[src/rtl/deser8_if.sv]
// deser8_if: serial-side inputs and parallel-side outputs of the 1:8 deserializer.
// Ports: CE/D/CALIB flow from the stream source; Q0..Q7/VALID flow back to the consumer.
// master = stream source / word consumer, slave = the deserializer itself.
interface deser8_if;
    logic CE;
    logic D;
    logic CALIB;
    logic Q0;
    logic Q1;
    logic Q2;
    logic Q3;
    logic Q4;
    logic Q5;
    logic Q6;
    logic Q7;
    logic VALID;

    modport master (
        output CE, D, CALIB,
        input  Q0, Q1, Q2, Q3, Q4, Q5, Q6, Q7, VALID
    );

    modport slave (
        input  CE, D, CALIB,
        output Q0, Q1, Q2, Q3, Q4, Q5, Q6, Q7, VALID
    );
endinterface

[src/rtl/deser8.sv]
// deser8: 1:8 serial-to-parallel deserializer with one-bit-per-request slip alignment.
// Latency: 8th bit of a word sampled at edge N -> Q0..Q7 and VALID registered, seen in cycle N+1.
// Backpressure: none; D is consumed on every CE=1 cycle, words are never stalled or dropped.
// Ports: CLK, RESET (async, active-high), bus (deser8_if.slave: CE, D, CALIB in; Q0..Q7, VALID out).
module deser8 #(
    parameter bit LSB_FIRST = 1'b1
) (
    input logic    CLK,
    input logic    RESET,
    deser8_if.slave bus
);

    logic [7:0] sr;
    logic [2:0] cnt;
    logic       calib_d;
    logic       slip_pend;
    logic [7:0] q_r;
    logic       valid_r;

    logic       calib_rise;
    logic [7:0] word;
    logic [7:0] word_mapped;

    assign calib_rise = bus.CALIB & ~calib_d;

    // Newest bit enters at the top, so after eight shifts the first bit of
    // the word sits at bit 0.
    assign word = {bus.D, sr[7:1]};

    always_comb begin
        word_mapped = word;
        if (!LSB_FIRST) begin
            for (int i = 0; i < 8; i++) begin
                word_mapped[i] = word[7-i];
            end
        end
    end

    always_ff @(posedge CLK or posedge RESET) begin
        if (RESET) begin
            sr        <= 8'd0;
            cnt       <= 3'd0;
            calib_d   <= 1'b0;
            slip_pend <= 1'b0;
            q_r       <= 8'd0;
            valid_r   <= 1'b0;
        end else begin
            calib_d <= bus.CALIB;
            valid_r <= 1'b0;
            if (bus.CE) begin
                sr <= word;
                if (slip_pend) begin
                    // Swallow this bit from the count: the word boundary moves
                    // one bit later. An edge seen now is dropped, slips never queue.
                    slip_pend <= 1'b0;
                end else begin
                    cnt <= cnt + 3'd1;
                    if (calib_rise) begin
                        slip_pend <= 1'b1;
                    end
                    if (cnt == 3'd7) begin
                        q_r     <= word_mapped;
                        valid_r <= 1'b1;
                    end
                end
            end else if (calib_rise) begin
                slip_pend <= 1'b1;
            end
        end
    end

    assign bus.Q0    = q_r[0];
    assign bus.Q1    = q_r[1];
    assign bus.Q2    = q_r[2];
    assign bus.Q3    = q_r[3];
    assign bus.Q4    = q_r[4];
    assign bus.Q5    = q_r[5];
    assign bus.Q6    = q_r[6];
    assign bus.Q7    = q_r[7];
    assign bus.VALID = valid_r;

endmodule

[src/flat_wrapper.sv]
// flat-port wrapper written by rule: the top's interface ports become plain ports
module deser8_flat 
#(
    parameter bit LSB_FIRST = 1'b1
)
  (CLK, RESET, bus_CE, bus_D, bus_CALIB, bus_Q0, bus_Q1, bus_Q2, bus_Q3, bus_Q4, bus_Q5, bus_Q6, bus_Q7, bus_VALID);
  deser8_if bus_i ();
  input logic CLK;
  input logic RESET;
  input wire logic [$bits(bus_i.CE)-1:0] bus_CE;
  input wire logic [$bits(bus_i.D)-1:0] bus_D;
  input wire logic [$bits(bus_i.CALIB)-1:0] bus_CALIB;
  output wire logic [$bits(bus_i.Q0)-1:0] bus_Q0;
  output wire logic [$bits(bus_i.Q1)-1:0] bus_Q1;
  output wire logic [$bits(bus_i.Q2)-1:0] bus_Q2;
  output wire logic [$bits(bus_i.Q3)-1:0] bus_Q3;
  output wire logic [$bits(bus_i.Q4)-1:0] bus_Q4;
  output wire logic [$bits(bus_i.Q5)-1:0] bus_Q5;
  output wire logic [$bits(bus_i.Q6)-1:0] bus_Q6;
  output wire logic [$bits(bus_i.Q7)-1:0] bus_Q7;
  output wire logic [$bits(bus_i.VALID)-1:0] bus_VALID;
  assign bus_i.CE = bus_CE;
  assign bus_i.D = bus_D;
  assign bus_i.CALIB = bus_CALIB;
  assign bus_Q0 = bus_i.Q0;
  assign bus_Q1 = bus_i.Q1;
  assign bus_Q2 = bus_i.Q2;
  assign bus_Q3 = bus_i.Q3;
  assign bus_Q4 = bus_i.Q4;
  assign bus_Q5 = bus_i.Q5;
  assign bus_Q6 = bus_i.Q6;
  assign bus_Q7 = bus_i.Q7;
  assign bus_VALID = bus_i.VALID;
  deser8 #(.LSB_FIRST(LSB_FIRST)) u_core (.CLK(CLK), .RESET(RESET), .bus(bus_i));
endmodule
[config.mk]
export PLATFORM = sky130hd
export DESIGN_NAME = deser8_flat
export DESIGN_NICKNAME = d
export VERILOG_FILES = /design/src/rtl/deser8_if.sv /design/src/rtl/deser8.sv /design/src/flat_wrapper.sv
export SDC_FILE = /design/constraint.sdc
export NUM_CORES = 1
export LEC_CHECK = 0
export ABC_AREA = 1
export ABC_CLOCK_PERIOD_IN_PS = 1100
export CORE_MARGIN = 3
export CORE_UTILIZATION = 43
export DETAILED_ROUTE_END_ITERATION = 8
export PLACE_DENSITY = 0.73
export SKIP_CTS_REPAIR_TIMING = 1
export SLEW_MARGIN = 25
export SYNTH_ARGS = -nofsm -noshare
export SYNTH_HDL_FRONTEND = slang
export SYNTH_SLANG_ARGS = --single-unit
[constraint.sdc]
create_clock -name CLK -period 1.1 [get_ports CLK]
set_input_delay 0.11 -clock CLK [delete_from_list [all_inputs] [get_ports CLK]]
set_output_delay 0.11 -clock CLK [all_outputs]
set_load 0.1 [all_outputs]
==> flow_metrics.py <==
metrics = {
    "pwr": {
        "power_density_nw_per_um2": 2595,
        "cellLeakagePower_nw": 0.6035,
        "vdd_drop_max_v": 0.001264,
        "finalPower_mw": 3.247,
    },
    "worst_hold_path": {
        "min_path_type": "input port to asynchronous set/reset pin",
    },
    "synth": {
        "avgSynthCellArea_um2": 9.794,
        "syn_nets": 94,
        "synth_area_um2": 852.1,
        "ys.warnings.count": 0,
        "synthTopCellsByArea": "dfrtp_1 62%, nand2_1 14%, nand4_1 5.9%, o21ai_0 4.1%, inv_1 3.5%",
        "synth_area_leader_cell": "dfrtp_1",
        "netlist.area_leader.share": 0.6167,
        "synth_cell_types": 11,
        "netlist_instances": 87,
        "ys_ff_latch": 21,
        "seq_area_frac_synth": 0.6167,
    },
    "global_route": {
        "antenna_found_initial": 0,
        "grt_max_degree": 22,
        "grt_pass1_wl_um": 2870,
        "grt.overflow.total": 0,
        "track_usage": 0.1596,
        "grt_pass1_vias": 604,
    },
    "layout": {
        "area_growth_pct": 46.84,
        "fin_util": 0.6944,
        "mostFrequentLayoutCell": "nand2_1",
        "antenna_cells": 0,
        "finalNetCount": 120,
        "final_cell_mix": "28 x nand2_1, 13 x dfrtp_1, 10 x buf_12",
        "fin_cells": 137,
        "post_route_cells_drive_above_1_share": 0.3661,
    },
    "timing": {
        "setup_viol": 9,
        "fin_ws_ns": -0.1232,
        "post-route-period-util": 1.112,
        "worst_pin_slew_ns": 0.2624,
        "hold_viol_final": 0,
        "finClkSkew_ns": 0.007287,
        "rsz0062_at_grt": "yes",
        "drv_slew": 0,
        "fmax_mhz": 817.5,
        "slew_headroom": 0.8251,
        "min_period_ns": 1.223,
        "final.setup.tns_ns": -0.6025,
    },
    "critical_path": {
        "end_kind": "register",
        "critPathMaxFanout": 7,
        "path_class": "register to register",
        "worst_ep_required_time_ns": 1.31,
        "worst_ep_arrival_time_ns": 1.43,
        "startpoint_type": "register",
    },
    "clock_network": {
        "insertion_delay_ns": 0.31,
        "cts.sinks": 21,
        "cts_buffers": 3,
        "cts-root-buf": "clkbuf_4",
        "cts_tree": "built",
        "cts_buffer_depth": 2,
        "htree_levels": 1,
        "clkTransAtPathRegs_ns": 0.12,
    },
    "drt": {
        "wl_um": 1808,
        "dr_total_vias": 679,
        "drc": 0,
        "firstDrtPassIters": 4,
        "drt_iter0_drc": 13,
        "via_per_inst": 4.956,
        "antenna_left": 0,
        "wire_per_inst_um": 13.20,
    },
    "floorplanning": {
        "core_area_um2": 1802,
        "die_width_um": 50.52,
        "io_pins": 14,
        "rows": 15,
        "start_util": 0.4729,
        "die_area_um2": 2552,
        "die_h_um": 50.52,
    },
    "place": {
        "hpwl_um": 1330,
        "dp.cells": 129,
        "numPortBuffers": 13,
        "gp_congestion": 0.7704,
    },
    "run_status": {
        "failed_checks": "negative setup slack",
        "status": "finished with violations",
    },
    "run": {
        "maxCapViolations": 0,
    },
}
[final cells by class]
class	count	area (um2)
inverters	8	30.03
repair buffers	24	322.8
clock buffers	4	26.28
multi-input cells	55	305.3
flip-flops and latches	21	535.5
fillers	128	550.5
well taps	25	31.28
[cell families after synthesis]
family,synth area share
buffers and inverters,0.07489
AO/OA/AOI/OAI,0.04111
adder cells (fa/ha/maj),0.02936
AND/OR/NAND/NOR,0.2379
flip-flops,0.6167
[synthesized netlist by cell type]
cell type	count
inv_1	8
ha_1	2
nand2_1	32
nand3b_1	1
nand3_2	1
buf_4	3
buf_6	1
o21ai_0	7
nand3_1	3
dfrtp_1	21
nand4_1	8
[where the power goes]
group	internal, mW	switching, mW
registers	0.984	0.185
logic	0.619	1.08
clock network	0.142	0.239
[critical path, stage by stage (launching register included)]
cell     delay, ns
dfrtp_1       0.41
ha_2          0.21
ha_4          0.19
buf_4         0.14
nand4_1       0.10
nand2_1       0.07
[state kept, by name, summed over array words and instances (netlist names)]
signal and flops:
u_core.bus.VALID 1, u_core.cnt 3, u_core.calib_d 1, u_core.slip_pend 1
u_core.q_r 8, u_core.sr 7
[per-stage QoR]
stage / hold slack, ns / area (um2) / worst slack (ns)
after floorplan: 0.08597 / 888.4 / -0.01197
after global placement: 0.4517 / 1175 / -0.02426
after detailed placement: 0.4787 / 1175 / -0.07268
after CTS: 0.1486 / 1201 / -0.1024
after global routing: 0.1420 / 1251 / -0.1657
final: 0.1378 / 1251 / -0.1232
[path summary, 6_finish.rpt]
kind | end | cells past startpoint | slack, ns | from
setup / recovery | u_core.q_r[4]$_DFFE_PP0P_ | 5 | -0.12 | u_core.cnt[0]$_DFFE_PP0P_
hold / removal | u_core.calib_d$_DFF_PP0_ | 3 | 0.14 | RESET
setup reg to reg | u_core.q_r[4]$_DFFE_PP0P_ | 5 | -0.12 | u_core.cnt[0]$_DFFE_PP0P_
hold reg to reg | u_core.cnt[1]$_DFFE_PP0P_ | 2 | 0.50 | u_core.cnt[1]$_DFFE_PP0P_
max in group asynchronous | u_core.q_r[1]$_DFFE_PP0P_ | 3 | 0.73 | RESET
min in group CLK | u_core.calib_d$_DFF_PP0_ | 1 | 0.26 | bus_CALIB
[routing by layer]
metal  routed length, um  share of wire  vias to the layer above  GRT usage
li1                    -              -                      334          -
met1                 774           0.43                      326     0.1818
met2                 923           0.51                       14     0.2652
met3                  59          0.033                        5    0.03561
met4                  51          0.028                        0     0.1076
met5                   0              0                        -          0
(Power assumes the default switching activity.)
